`src/rtl/riscv_loader_pkg.sv`:
```
// Shared types and constants for the boot-time program loader.
package riscv_loader_pkg;

   typedef enum logic [2:0] {
      HDR   = 3'd0,
      LOAD  = 3'd1,
      CSUM  = 3'd2,
      DONE  = 3'd3,
      ERROR = 3'd4
   } state_t;

   localparam int HDR_BYTES  = 4;
   localparam int CSUM_BYTES = 4;

   typedef logic [31:0] word_t;

endpackage

```
`src/rtl/riscv_byte_packer.sv`:
```
// Little-endian 8->32 assembler; word_valid pulses in the cycle the 4th byte is accepted.
module riscv_byte_packer
   import riscv_loader_pkg::*;
(
   input  logic       clock,
   input  logic       nreset,
   input  logic       clear,
   input  logic       accept,
   input  logic [7:0] din,
   output word_t      word,
   output logic       word_valid
);

   logic [1:0]  cnt;
   logic [23:0] lo;

   always_ff @(posedge clock) begin
      if (!nreset || clear) begin
         cnt <= 2'd0;
         lo  <= 24'd0;
      end else if (accept) begin
         case (cnt)
            2'd0:    lo[7:0]   <= din;
            2'd1:    lo[15:8]  <= din;
            2'd2:    lo[23:16] <= din;
            default: lo        <= lo;
         endcase
         cnt <= cnt + 2'd1;
      end
   end

   // Top byte bypasses the register so the full word is visible on the completing cycle
   assign word       = {din, lo};
   assign word_valid = accept && (cnt == 2'd3);

endmodule

```
`src/rtl/riscv_prog_loader.sv`:
```
// Boot loader: receives length, payload and checksum, fills imem, then releases the core.
//
//  state | meaning
//  HDR   | collecting the 4-byte word count
//  LOAD  | collecting payload words, one imem write per word
//  CSUM  | collecting the 4-byte checksum
//  DONE  | image verified, core released
//  ERROR | overflow or checksum mismatch, core held
module riscv_prog_loader
   import riscv_loader_pkg::*;
#(
   parameter int IMEM_DEPTH = 1024,
   parameter int ADDR_W     = $clog2(IMEM_DEPTH)
) (
   input  logic              clock,
   input  logic              nreset,
   input  logic [7:0]        rx_data,
   input  logic              rx_valid,
   output logic              rx_ready,
   output logic              imem_we,
   output logic [ADDR_W-1:0] imem_addr,
   output word_t             imem_wdata,
   output logic              core_nreset,
   output logic              load_done,
   output logic              load_error
);

   state_t            state, state_nxt;
   logic              accept;
   logic              word_valid;
   word_t             word;
   logic              pack_clear;
   logic [ADDR_W:0]   remaining;
   logic [ADDR_W-1:0] word_idx;
   word_t             sum;

   assign accept     = rx_valid && rx_ready;
   assign pack_clear = (state == DONE) || (state == ERROR);

   riscv_byte_packer u_packer (
      .clock      (clock),
      .nreset     (nreset),
      .clear      (pack_clear),
      .accept     (accept),
      .din        (rx_data),
      .word       (word),
      .word_valid (word_valid)
   );

   always_ff @(posedge clock) begin
      if (!nreset) state <= HDR;
      else         state <= state_nxt;
   end

   always_comb begin
      state_nxt = state;
      case (state)
         HDR: if (word_valid) begin
            if (word > 32'(IMEM_DEPTH)) state_nxt = ERROR;
            else if (word == 32'd0)     state_nxt = CSUM;
            else                        state_nxt = LOAD;
         end
         LOAD: if (word_valid && remaining == 1) state_nxt = CSUM;
         CSUM: if (word_valid) state_nxt = (word == sum) ? DONE : ERROR;
         default: state_nxt = state;
      endcase
   end

   // Remaining-word down-counter, address counter and running checksum
   always_ff @(posedge clock) begin
      if (!nreset) begin
         remaining <= '0;
         word_idx  <= '0;
         sum       <= '0;
      end else if (word_valid) begin
         if (state == HDR) begin
            remaining <= word[ADDR_W:0];
         end else if (state == LOAD) begin
            remaining <= remaining - 1'b1;
            word_idx  <= word_idx + 1'b1;
            sum       <= sum + word;
         end
      end
   end

   always_ff @(posedge clock) begin
      if (!nreset) begin
         imem_we     <= 1'b0;
         imem_addr   <= '0;
         imem_wdata  <= '0;
         rx_ready    <= 1'b0;
         core_nreset <= 1'b0;
         load_done   <= 1'b0;
         load_error  <= 1'b0;
      end else begin
         imem_we     <= (state == LOAD) && word_valid;
         if ((state == LOAD) && word_valid) begin
            imem_addr  <= word_idx;
            imem_wdata <= word;
         end
         rx_ready    <= (state_nxt == HDR) || (state_nxt == LOAD) || (state_nxt == CSUM);
         core_nreset <= (state_nxt == DONE);
         load_done   <= (state_nxt == DONE);
         load_error  <= (state_nxt == ERROR);
      end
   end

endmodule
```
`config.mk`:
```
export PLATFORM = sky130hd
export DESIGN_NAME = riscv_prog_loader
export DESIGN_NICKNAME = d
export VERILOG_FILES = /design/src/rtl/riscv_loader_pkg.sv /design/src/rtl/riscv_byte_packer.sv /design/src/rtl/riscv_prog_loader.sv
export SDC_FILE = /design/constraint.sdc
export NUM_CORES = 1
export LEC_CHECK = 0
export CAP_MARGIN = 20
export CORE_MARGIN = 4
export CORE_UTILIZATION = 33
export DETAILED_ROUTE_END_ITERATION = 16
export GPL_TIMING_DRIVEN = 0
export PLACE_DENSITY = 0.56
export SLEW_MARGIN = 30
export SYNTH_ARGS = -nofsm -noshare
export SYNTH_HDL_FRONTEND = slang
export SYNTH_HIERARCHICAL = 1
export SYNTH_SLANG_ARGS = --single-unit
```
`constraint.sdc`:
```
create_clock -name clock -period 3.7 [get_ports clock]
set_input_delay 0.555 -clock clock [delete_from_list [all_inputs] [get_ports clock]]
set_output_delay 0.555 -clock clock [all_outputs]
set_load 0.005 [all_outputs]
```
==> reports/summary.txt <==
status -> completed
Slew Limit Fails -> 0
IO Pins -> 58
largest net degree at the start of global routing -> 17
post-synth net total -> 888
CP max FO -> 10
cts bufs inserted -> 17
row count -> 53
Fillers -> 2,162
HP Class -> flop to flop
GR Util All Layers -> 17.2%
Post-synth ARST share -> 0%
Yosys reg bits -> 128
quantity of hold-fixing buffers added after cts -> 0
drt first pass iters -> 4
PD cells -> 382 nW/um^2
Synth area leaders -> dfxtp_1 36%, nand2_1 7.7%, ha_1 6.7%
Worst Path Required -> 3.97 ns
skew final -> 0.0124 ns
Die Ht -> 155 um
die area -> 24,000 um^2
DRC violations left -> 0
H-Tree Depth -> 4
Initial Util -> 33.7%
worst slew pin tran -> 0.778 ns
via count -> 6,071
area leader, netlist -> dfxtp_1
Critical Path End Type -> flop
area added between synthesis and finish -> 21.3%
register share of total power -> 42.5%
Routed WL -> 20,300 um
setup TNS -> 0 ns
vias per cell -> 5.05
Clock Tree Root -> clkbuf_16
final hold vios -> 0
commonest non-fill, non-tap cell in the layout -> nand2_1
IO buf count -> 57
Combinational Power Share -> 5.9%
final core utilization -> 40.9%
f_max -> 281 MHz
slew margin rel. -> 48.1%
CP startpoint -> rx_valid
final worst path period share -> 96.2%
Int Pwr -> 2.53 mW
number of cells after detailed placement -> 1,170
global-route wire length before repair -> 32,400 um
peak supply drop -> 0.277 mV
initial drt markers -> 267
Clk pwr share -> 51.6%
Syn. warnings -> 6
WHS -> 0.459 ns
Clk Latency, worst-skew pair -> 0.42 ns
DR WL/cell -> 16.9 um
ys flop type -> dfxtp_1
Final nets -> 964
Final HPWL DP -> 14,800 um
routability congestion estimate -> 0.868
proportion of layout cells with a drive suffix above 1 -> 10.4%
Lkg Pwr -> 3.21 nW
EDFF count, synth -> 0
cell area after synthesis -> 7130 um^2
Avg Synthesized Cell Area -> 8.50 um^2
Reg2Reg Launch Point -> rx_ready
Final min period -> 3.56 ns
Worst Hold Launch -> imem_addr[8]
Syn Inst Count -> 838
Worst Setup Start Kind -> input pin
Die Width -> 155 um
fin area -> 8640 um^2
Overflow after GRT -> 0
ant diodes -> 0
Core Footprint -> 21,200 um^2
Area after DPL -> 8040 um^2
CTS clock-pin slew for the worst setup and hold paths -> 0.06 ns
Max-Cap Viols -> 0
most frequent cells in the layout -> 147 x nand2_1, 128 x dfxtp_1, 57 x clkdlybuf4s50_1
CTS tree -> yes
post-synth top area share -> 36.0%
Net Sw Frac -> 23.5%
maximum root-to-sink buffer count -> 2
fin cells -> 1,201
number of global-route vias before repair -> 5,889
number of routed nets with antenna violations -> 0
clk sinks -> 128
CP Class -> input pin to flop
final setup fails -> 0
post-synth cell types -> 66
NetSw -> 0.777 mW
register area share after synthesis -> 36.0%
WP data arrival -> 3.83 ns
RSZ-0062 raised after global routing -> no
antenna violations before repair -> 0
[final timing paths]
check / endpoint / slack (ns) / depth (start not counted)
worst min-delay path: imem_addr[8] / 0.46 / 2
worst min register to register: imem_addr[8] / 0.46 / 2
worst max-delay path: rx_ready / 0.14 / 14
worst max register to register: rx_ready / 0.41 / 13
[Yosys cell counts, drive strengths merged (7+ instances only)]
cell and instances:
nand2 147, dfxtp 128, a21boi 57, a21oi 55, o21ai 44, nand3 42, ha 38, buf 33
and2 29, nor2 28, clkbuf 26, a21bo 24, xnor2 24, inv 17, nor4 17, nor3 11
a21o 10, xor2 10, nand4 8, a31oi 7, nor2b 7
[per-layer routing]
layer	vias to the layer above	part of all wire (%)	track usage [%]
li1	3109	-	-
met2	99	46	27.6
met3	12	3.6	3.78
met4	0	1.4	5.47
met5	-	0	0
met1	2851	49	23.1
[flip-flops by register name, indices dropped and copies added (netlist names), 2 cells and up]
| name | flops |
|---|---|
| state | 3 |
| remaining | 11 |
| imem_addr | 10 |
| imem_wdata | 32 |
| sum | 32 |
| word_idx | 10 |
| u_packer/cnt | 2 |
| u_packer/lo | 24 |
[final cells by class]
| class | instances | area (um^2) | share of cell area (%) |
|---|---|---|---|
| multi-input cells | 634 | 4120 | 47.7 |
| flip-flops and latches | 128 | 2560 | 29.7 |
| repair buffers | 57 | 571 | 6.60 |
| clock buffers | 18 | 429 | 4.97 |
| plain buffers | 59 | 385 | 4.46 |
| well taps | 275 | 344 | 3.98 |
| clock inverters | 13 | 165 | 1.91 |
| inverters | 17 | 66.3 | 0.767 |
[metrics by stage]
step,power (mW),setup slack [ns]
after CTS,3.35,0.100
after global placement,1.63,-0.433
after floorplan,1.56,0.864
final,3.30,0.142
after detailed placement,1.63,-0.443
after global routing,3.43,0.0219
[power by group through the flow]
stage	registers, mW	logic [mW]	clock network (mW)
2_1_floorplan	1.43	0.132	0
3_3_place_gp	1.44	0.193	0
3_5_place_dp	1.44	0.193	0
4_1_cts	1.40	0.194	1.75
5_1_grt	1.41	0.210	1.81
6_report	1.40	0.195	1.70
[critical path, stage by stage]
cell             delay, ns
clkdlybuf4s50_1       0.45
and2_1                0.16
buf_6                 0.14
buf_2                 0.23
and2_2                0.33
nor4b_1               0.31
nand4_1               0.13
or4_1                 0.55
a211o_1               0.34
o21bai_1              0.16
a21oi_1               0.15
nand2_1               0.08
o21ai_2               0.10
a21oi_1               0.14
[cell families after synthesis]
family	share of synthesized area, %
buffers and inverters	6.32
muxes	0.421
adders and majority gates	6.95
and+or+nand+nor	21.4
DFF	36.0
AOI/OAI and AO/OA	24.8
xor gates and xnor gates	4.18
[timing repair]
| item | CTS | global route |
|---|---|---|
| setup endpoints to repair | 1 | 5 |
| resized for setup | 1 | 1 |
| buffers inserted | 0 | 0 |
No activity file was read; power rests on OpenSTA's default activity.
